==> src/rtl/id_ex_stage_pkg.sv <==
// Shared pipeline definitions: datapath/control widths, control-bundle field
// positions and small helpers used by the ID/EX register and the forwarding unit.
package id_ex_stage_pkg;

    localparam int DATA_W_DEF   = 32;
    localparam int CTRL_W_DEF   = 16;
    localparam int REG_IDX_W    = 5;
    localparam int BUBBLE_CNT_W = 16;

    // Bit positions inside the decoded control bundle
    localparam int CTRL_ALU_OP_LSB     = 0;
    localparam int CTRL_ALU_OP_W       = 4;
    localparam int CTRL_ALU_SRC_BIT    = 4;
    localparam int CTRL_REG_WRITE_BIT  = 5;
    localparam int CTRL_MEM_WRITE_BIT  = 6;
    localparam int CTRL_MEM_TO_REG_BIT = 7;
    localparam int CTRL_BRANCH_BIT     = 8;
    localparam int CTRL_JUMP_BIT       = 9;

    typedef logic [REG_IDX_W-1:0]    reg_idx_t;
    typedef logic [BUBBLE_CNT_W-1:0] bubble_cnt_t;

    function automatic bubble_cnt_t sat_inc(input bubble_cnt_t v);
        return (&v) ? v : v + 16'd1;
    endfunction

endpackage

==> src/rtl/id_ex_stage_load_use_detect.sv <==
// Combinational load-use hazard detector: an ID instruction reading the
// destination of a load still sitting in EX must wait one cycle.
module load_use_detect
    import id_ex_stage_pkg::*;
(
    input  logic     i_id_valid,
    input  reg_idx_t i_id_rs,
    input  reg_idx_t i_id_rt,
    input  logic     i_id_uses_rs,
    input  logic     i_id_uses_rt,
    input  logic     i_ex_valid,
    input  logic     i_ex_mem_read,
    input  reg_idx_t i_ex_rd,
    output logic     o_hazard
);

    logic w_rs_match;
    logic w_rt_match;
    logic w_rd_nonzero;

    assign w_rs_match   = i_id_uses_rs && (i_ex_rd == i_id_rs);
    assign w_rt_match   = i_id_uses_rt && (i_ex_rd == i_id_rt);
    // r0 is hardwired to zero, so a load targeting it never creates a dependency
    assign w_rd_nonzero = (i_ex_rd != '0);

    assign o_hazard = i_id_valid && i_ex_valid && i_ex_mem_read && w_rd_nonzero
                      && (w_rs_match || w_rt_match);

endmodule

==> src/rtl/id_ex_stage.sv <==
// ID/EX pipeline register with valid/ready handshake, load-use bubble
// insertion, branch flush and a saturating inserted-bubble counter.
module id_ex_stage
    import id_ex_stage_pkg::*;
#(
    parameter int DATA_W = DATA_W_DEF,
    parameter int CTRL_W = CTRL_W_DEF
)(
    input  logic              clk,
    input  logic              rst_n,
    input  logic              id_valid,
    output logic              id_ready,
    input  logic [4:0]        id_rs,
    input  logic [4:0]        id_rt,
    input  logic [4:0]        id_rd,
    input  logic [DATA_W-1:0] id_rd1,
    input  logic [DATA_W-1:0] id_rd2,
    input  logic [DATA_W-1:0] id_imm,
    input  logic [CTRL_W-1:0] id_ctrl,
    input  logic              id_mem_read,
    input  logic              id_uses_rs,
    input  logic              id_uses_rt,
    input  logic              flush,
    input  logic              ex_ready,
    output logic              ex_valid,
    output logic [4:0]        ex_rs,
    output logic [4:0]        ex_rt,
    output logic [4:0]        ex_rd,
    output logic [DATA_W-1:0] ex_rd1,
    output logic [DATA_W-1:0] ex_rd2,
    output logic [DATA_W-1:0] ex_imm,
    output logic [CTRL_W-1:0] ex_ctrl,
    output logic              ex_mem_read,
    output logic              load_use_stall,
    output logic [15:0]       bubble_cnt
);

    logic              r_ex_valid;
    logic [4:0]        r_ex_rs;
    logic [4:0]        r_ex_rt;
    logic [4:0]        r_ex_rd;
    logic [DATA_W-1:0] r_ex_rd1;
    logic [DATA_W-1:0] r_ex_rd2;
    logic [DATA_W-1:0] r_ex_imm;
    logic [CTRL_W-1:0] r_ex_ctrl;
    logic              r_ex_mem_read;
    bubble_cnt_t       r_bubble_cnt;

    logic w_hazard;
    logic w_advance;
    logic w_bubble;
    logic w_load;

    load_use_detect u_load_use_detect (
        .i_id_valid    (id_valid),
        .i_id_rs       (id_rs),
        .i_id_rt       (id_rt),
        .i_id_uses_rs  (id_uses_rs),
        .i_id_uses_rt  (id_uses_rt),
        .i_ex_valid    (r_ex_valid),
        .i_ex_mem_read (r_ex_mem_read),
        .i_ex_rd       (r_ex_rd),
        .o_hazard      (w_hazard)
    );

    assign w_advance      = ex_ready || !r_ex_valid;
    assign w_bubble       = w_advance && w_hazard && !flush;
    assign w_load         = w_advance && !w_hazard && !flush;
    assign load_use_stall = w_hazard && !flush;
    // A flush drops the ID instruction, so ID is always free to move on
    assign id_ready       = flush || (w_advance && !w_hazard);

    always_ff @(posedge clk or negedge rst_n) begin
        if (!rst_n) begin
            r_ex_valid    <= 1'b0;
            r_ex_rs       <= '0;
            r_ex_rt       <= '0;
            r_ex_rd       <= '0;
            r_ex_rd1      <= '0;
            r_ex_rd2      <= '0;
            r_ex_imm      <= '0;
            r_ex_ctrl     <= '0;
            r_ex_mem_read <= 1'b0;
        end else if (flush || w_bubble) begin
            r_ex_valid    <= 1'b0;
            r_ex_ctrl     <= '0;
            r_ex_mem_read <= 1'b0;
        end else if (w_load) begin
            r_ex_valid    <= id_valid;
            r_ex_rs       <= id_rs;
            r_ex_rt       <= id_rt;
            r_ex_rd       <= id_rd;
            r_ex_rd1      <= id_rd1;
            r_ex_rd2      <= id_rd2;
            r_ex_imm      <= id_imm;
            r_ex_ctrl     <= id_valid ? id_ctrl : '0;
            r_ex_mem_read <= id_valid && id_mem_read;
        end
    end

    // Only load-use bubbles are counted; flush squashes are not
    always_ff @(posedge clk or negedge rst_n) begin
        if (!rst_n) begin
            r_bubble_cnt <= '0;
        end else if (w_bubble) begin
            r_bubble_cnt <= sat_inc(r_bubble_cnt);
        end
    end

    assign ex_valid    = r_ex_valid;
    assign ex_rs       = r_ex_rs;
    assign ex_rt       = r_ex_rt;
    assign ex_rd       = r_ex_rd;
    assign ex_rd1      = r_ex_rd1;
    assign ex_rd2      = r_ex_rd2;
    assign ex_imm      = r_ex_imm;
    assign ex_ctrl     = r_ex_ctrl;
    assign ex_mem_read = r_ex_mem_read;
    assign bubble_cnt  = r_bubble_cnt;

endmodule
==> config.mk <==
export PLATFORM = sky130hd
export DESIGN_NAME = id_ex_stage
export DESIGN_NICKNAME = d
export VERILOG_FILES = /design/src/rtl/id_ex_stage_pkg.sv /design/src/rtl/id_ex_stage_load_use_detect.sv /design/src/rtl/id_ex_stage.sv
export SDC_FILE = /design/constraint.sdc
export NUM_CORES = 1
export LEC_CHECK = 0
export ABC_AREA = 0
export CORE_ASPECT_RATIO = 1.5
export CORE_MARGIN = 3
export CORE_UTILIZATION = 45
export CTS_BUF_LIST = sky130_fd_sc_hd__clkbuf_4 sky130_fd_sc_hd__clkbuf_8
export DETAILED_ROUTE_END_ITERATION = 16
export PLACE_DENSITY_LB_ADDON = 0.25
export SETUP_SLACK_MARGIN = 0.2
export SLEW_MARGIN = 20
export SYNTH_ARGS = -nofsm -noshare
export SYNTH_HDL_FRONTEND = slang
export SYNTH_HIERARCHICAL = 1
export SYNTH_SLANG_ARGS = --single-unit
==> constraint.sdc <==
create_clock -name clk -period 4 [get_ports clk]
set_input_delay 0.6 -clock clk [delete_from_list [all_inputs] [get_ports clk]]
set_output_delay 0.6 -clock clk [all_outputs]
set_load 0.02 [all_outputs]
Word-level counts from Yosys, hierarchy flattened
Index checks and enable logic that the tools add are counted.
Storage, ports and cells
  flip-flop bits (word level): 145
  input bits: 135
  output and inout bits: 147
  logic and storage cells: 46
Operators by class
  add/sub/neg operators: 1
  equal/unequal tests: 2
  muxes and demuxes: 7
  bitwise operators: 2
  reductions and logical operators: 24
Operator list (count)
  $mux W16: 3
  $add A16 B1 Y16 const B: 1
  $reduce_and A16 Y1: 1
  $logic_and A1 B1 Y1: 12
  $eq A5 B5 Y1: 2
  $reduce_bool A5 Y1: 1
  $logic_or A1 B1 Y1: 4
  $mux W1: 4
  $reduce_and A2 Y1: 2
  $logic_not A1 Y1: 3
  $not A1 Y1: 2
  $reduce_bool A2 Y1: 1

Longest topological paths before layout
Gate-level depths: netlist of the first run.
  word-level depth: 9
  mapped depth: 9
  gate-level depth less buffers: 8

Hierarchy
The synthesis of the first run kept the hierarchy.
Modules (own cells, without submodules)
  id_ex_stage: times used 1, cells an instance 360, area an instance 5669.2 µm², seq. area each 3628.5 µm²
  load_use_detect: times used 1, cells an instance 17, area an instance 131.4 µm², seq. area each 0.0 µm²

Least setup slack after synthesis of the first run
Ideal clock, no wire load.
  kind: register -> output
  from: register r_ex_rd[0] (netlist: ex_rd[0])
  to: output id_ready
  data arrival time: 1861 ps
  required time: 3400 ps
  setup slack: 1539 ps
  cell stages (with the launch flop): 7
  path buffers: 1
  cell sequence: dfrtp_1 or4_1 o2111ai_1 a21oi_1 nor2b_1 buf_2 nor2_1
Between the ends
  word-level cells in the longest chain between the ends: 7
  elaborated cells on any way between the ends: 11
  those cells by class: 2 x eq/ne; 9 x reduce/logical
RTL lines
  start, declared: line id_ex_stage.sv:41  | logic [4:0] r_ex_rd;
  start signal, assigned: line id_ex_stage.sv:92  | r_ex_rd <= id_rd;
  $eq A5 B5 Y1 (on tied branches): line id_ex_stage_load_use_detect.sv:21, id_ex_stage_load_use_detect.sv:22
  $logic_and A1 B1 Y1 (on tied branches): line id_ex_stage_load_use_detect.sv:21, id_ex_stage_load_use_detect.sv:22
  $logic_or A1 B1 Y1: line id_ex_stage_load_use_detect.sv:27  | && (w_rs_match || w_rt_match);
  $logic_and A1 B1 Y1 (*): line id_ex_stage_load_use_detect.sv:27
  named net w_hazard: line id_ex_stage.sv:49  | logic w_hazard;
  $logic_not A1 Y1 (*): line id_ex_stage.sv:71  | assign id_ready = flush || (w_advance && !w_hazard);
  $logic_and A1 B1 Y1 (*): line id_ex_stage.sv:71
  $logic_or A1 B1 Y1 (*): line id_ex_stage.sv:71
  end, declared: line id_ex_stage.sv:12  | output logic id_ready,
The timed path passes the listed nets; every way through them passes the cells marked *.

Worst setup path in the final report of the first run
  from: input id_rs[0]
  to: output id_ready
Between the ends
  word-level cells in the longest chain between the ends: 7
RTL lines
  start, declared: line id_ex_stage.sv:13  | input logic [4:0] id_rs,
  $eq A5 B5 Y1: line id_ex_stage_load_use_detect.sv:21  | assign w_rs_match = i_id_uses_rs && (i_ex_rd == i_id_rs);
  $logic_and A1 B1 Y1: line id_ex_stage_load_use_detect.sv:21
  $logic_or A1 B1 Y1: line id_ex_stage_load_use_detect.sv:27
  $logic_and A1 B1 Y1: line id_ex_stage_load_use_detect.sv:27
  named net w_hazard: line id_ex_stage.sv:49
  $logic_not A1 Y1: line id_ex_stage.sv:71
  $logic_and A1 B1 Y1: line id_ex_stage.sv:71
  $logic_or A1 B1 Y1: line id_ex_stage.sv:71
The timed path passes the listed nets, and every way through them passes these cells.

==> results of run 1 <==
## routing by layer
layer  vias to the layer above  global-route usage [%]
met2                       196                   40.68
met5                         -                       0
met4                         0                   11.48
met3                        38                   8.466
met1                      2180                   24.24
li1                       1929                       -
## cell type report
cell class,instances,area (um2),share of cell area (%)
antenna,1,2.502,0.02719
clock buffer,20,269.0,2.923
clock inverter,12,147.6,1.604
inverter,4,15.01,0.1631
multi-input combinational,210,2034,22.10
sequential,145,3628,39.42
tap,156,195.2,2.121
timing repair buffer,289,2912,31.63
## worst max path at each step
stage                           to  slack, ps  cells after the start
final                     id_ready        480                      9
after global routing      id_ready        320                      9
after CTS                 id_ready        430                      9
after detailed placement  id_ready        440                      9
after global placement    id_ready        490                      9
after floorplan           id_ready       1540                      6
## logic make-up (layout without fill, tap and decap cells)
family / Yosys count / count (layout) / synth area share [%]
DFF: 145 / 145 / 62.55
muxes: 114 / 114 / 22.15
and+or+nand+nor: 49 / 49 / 6.104
AOI/OAI and AO/OA: 26 / 26 / 3.494
buffers and inverters: 22 / 325 / 2.459
xor gates and xnor gates: 20 / 20 / 3.020
adders and majority gates: 1 / 1 / 0.2157
other: 0 / 1 / 0
## synthesized netlist by cell type, types with 2 or more instances
| cell type | instances | area (um2) |
|---|---|---|
| a21oi_1 | 4 | 20.02 |
| a22o_1 | 17 | 148.9 |
| and3_1 | 2 | 12.51 |
| and4_1 | 2 | 17.52 |
| and4_4 | 2 | 22.52 |
| buf_2 | 6 | 30.03 |
| buf_4 | 10 | 75.07 |
| buf_6 | 2 | 22.52 |
| dfrtp_1 | 145 | 3628 |
| inv_1 | 4 | 15.01 |
| mux2_2 | 111 | 1250 |
| mux2i_1 | 2 | 20.02 |
| nand2_1 | 5 | 18.77 |
| nand2_2 | 2 | 12.51 |
| nand3_1 | 4 | 20.02 |
| nand4_1 | 4 | 25.02 |
| nor2_1 | 4 | 15.01 |
| nor2_2 | 2 | 12.51 |
| nor3_1 | 5 | 25.02 |
| nor4_1 | 2 | 12.51 |
| nor4_4 | 2 | 42.54 |
| o21ai_0 | 2 | 10.01 |
| xnor2_1 | 2 | 17.52 |
| xor2_1 | 18 | 157.7 |
## power groups by stage
stage	logic, uW	clock network [uW]	registers, uW
2_1_floorplan	211	0	1920
3_3_place_gp	936	0	1730
6_report	941	1190	1710
3_5_place_dp	950	0	1740
5_1_grt	991	1290	1730
4_1_cts	955	1220	1710
## metrics by stage
step	utilization [%]	hold slack, ps
3_3_place_gp	69.86	487.4
4_1_cts	73.17	255.5
6_report	73.19	222.7
2_1_floorplan	-	304.4
5_1_grt	73.19	271.2
3_5_place_dp	69.86	492.7
## critical path, cell delays in order
cell             delay (ps)
clkdlybuf4s50_1         430
xor2_1                  150
nor4_1                  380
nand3_1                 130
a21oi_1                 220
nor2b_1                 210
buf_4                   170
nor2_1                   50
clkdlybuf4s50_1         570
## flip-flops by register name, indices dropped and copies added, names as in the netlist
register / count
bubble_cnt: 16
ex_ctrl: 16
ex_imm: 32
ex_mem_read: 1
ex_rd: 5
ex_rd1: 32
ex_rd2: 32
ex_rs: 5
ex_rt: 5
ex_valid: 1
## cell usage in the layout (no fill, tap or decap), drive strengths merged
cell type,netlist,layout
a21oi,4,4
a22o,17,17
and2,1,1
and3,4,4
and4,4,4
buf,18,9
bufinv,0,2
clkbuf,0,20
clkdlybuf4s50,0,280
clkinv,0,6
dfrtp,145,145
diode,0,1
ha,1,1
inv,4,8
mux2,112,112
mux2i,2,2
nand2,7,7
nand2b,1,1
nand3,5,5
nand4,4,4
nor2,7,7
nor2b,1,1
nor3,6,6
nor3b,1,1
nor4,5,5
nor4b,1,1
o2111ai,1,1
o21ai,2,2
o22a,1,1
o22ai,1,1
or3,1,1
or4,1,1
xnor2,2,2
xor2,18,18
==> key figures, run 1 <==
Status
  • Status: completed

Die
  • IO Pins: 282
  • Initial Utilization: 46.13%
  • Core area: about 13000 um2
  • Die Ht: 145.1 um
  • Die ar.: 14320 um2
  • Die W: 98.70 um
  • FP Rows: 50

Power and ir drop
  • Switching Fraction: 28.32%
  • Maximum vdd drop: between 0.2 and 0.3 mV
  • Overall power: 3839 uW
  • NetSw: around 1100 uW
  • Power Dens Cells: 417.1 nW/um2
  • Flop pwr share: 44.5%
  • Total internal power: 2752 uW
  • Static Leak: 0.003873 uW
  • Power share of the clock group: 31.0%
  • Combinational power share: 24.5%

Setup path
  • Worst r2r src: ex_rd[0]
  • Reg2reg setup slack: 1070 ps
  • Worst Path Class, Setup: in2out
  • Setup crit start kind: input port
  • R2R cell count: 7
  • Critical path arrival: ~2900 ps
  • Reg2reg end: ex_ctrl[8]
  • Critical Path Sink Type: primary output
  • CP Max Fanout: 6
  • Worst setup path start: id_rs[0]
  • CP Data Required Time: 3400 ps

STA
  • RSZ-0062 raised after global routing: false
  • Slew Limit Fails: 0
  • Slew margin rel.: 38.79%
  • Clock Skew: ~17 ps
  • Setup TNS: 0 ps
  • Worst slew pin tran: roughly 920 ps
  • Achievable Freq: ~280 MHz
  • Fin. Hold Viols: 0
  • Setup ws final: 478.5 ps
  • Final setup violation count: 0
  • Period utilization: 88.04%
  • Crit path time final: around 3500 ps

Place
  • Inst Count DP: 804
  • Place WS: between 400 and 500 ps
  • Buffers on Ports: 281
  • Dpl cell area: 8785 um2
  • RD Place Congestion: 0.7871
  • HPWL after DPL: 12420 um

Yosys
  • Mapped Cells: 377
  • Mapped Area: between 5000 and 6000 um2
  • FFs w/ async S/R, synth: 100.0%
  • Post-synthesis sequential area ratio: 62.55%
  • Synth Register Bits: 145
  • Primary FF master, synth: dfrtp_1
  • EDFF count, synth: 0
  • Syn_area_per_cell: approximately 15 um2
  • Count of different cell masters after synthesis: 42
  • Syn. warnings: 6
  • Mapped Nets: 513

Global routing
  • First-pass GRT wire length: 26100 um
  • Global Route Usage Sum: 23.28%
  • Grt total ovfl: 0
  • Initial antenna violation count: 1
  • Largest net degree at the start of global routing: 95
  • Vias in the first global route: 4917

Routing
  • Via density: just over 5
  • Routed wl met2: 8919 um
  • WL/cell: 19.46 um
  • 1st-iter DRT viols: 80
  • Vias: 4343
  • DRC violations left: 0
  • Routed wl met3: 1302 um
  • Routed Wire Length: 16290 um
  • Wire length on met1: approximately 5500 um
  • DRT Pass-1 Iters: 4
  • DR top layer: met4
  • Antenna-violating nets left: 0

CTS
  • CTS Hold Bufs: 0
  • Clk buf depth: 2
  • Postcts setup bufs: 0
  • Root Buffer Master: clkbuf_8
  • PostCTS Resize Cnt: 0
  • H-Tree Depth: 4
  • Later-pin clock latency in the skew report: 430 ps
  • Clock sink total: 145
  • CTS Buf Count: 17
  • CTS clk-pin slew, worst paths: ~90 ps
  • TritonCTS clock tree: built

Final layout
  • Final instance area: 9204 um2
  • Layout cells sized above 1: 24.71%
  • Layout Cells excl Fill: 837
  • Synth-to-Final Area Change: 58.67%
  • Fillers: 842
  • Final #Nets: 803

Job
  • Max-cap violations: 0

Hold path
  • Worst hold path class: in2async
Note: power is estimated with default switching activity, not from simulation.
==> inputs of run 2 (changes only) <==
Settings changed: SLEW_MARGIN 20 to 30.
==> results of run 2 <==
Final layout, timing and power as in run 1 (identical DEF).
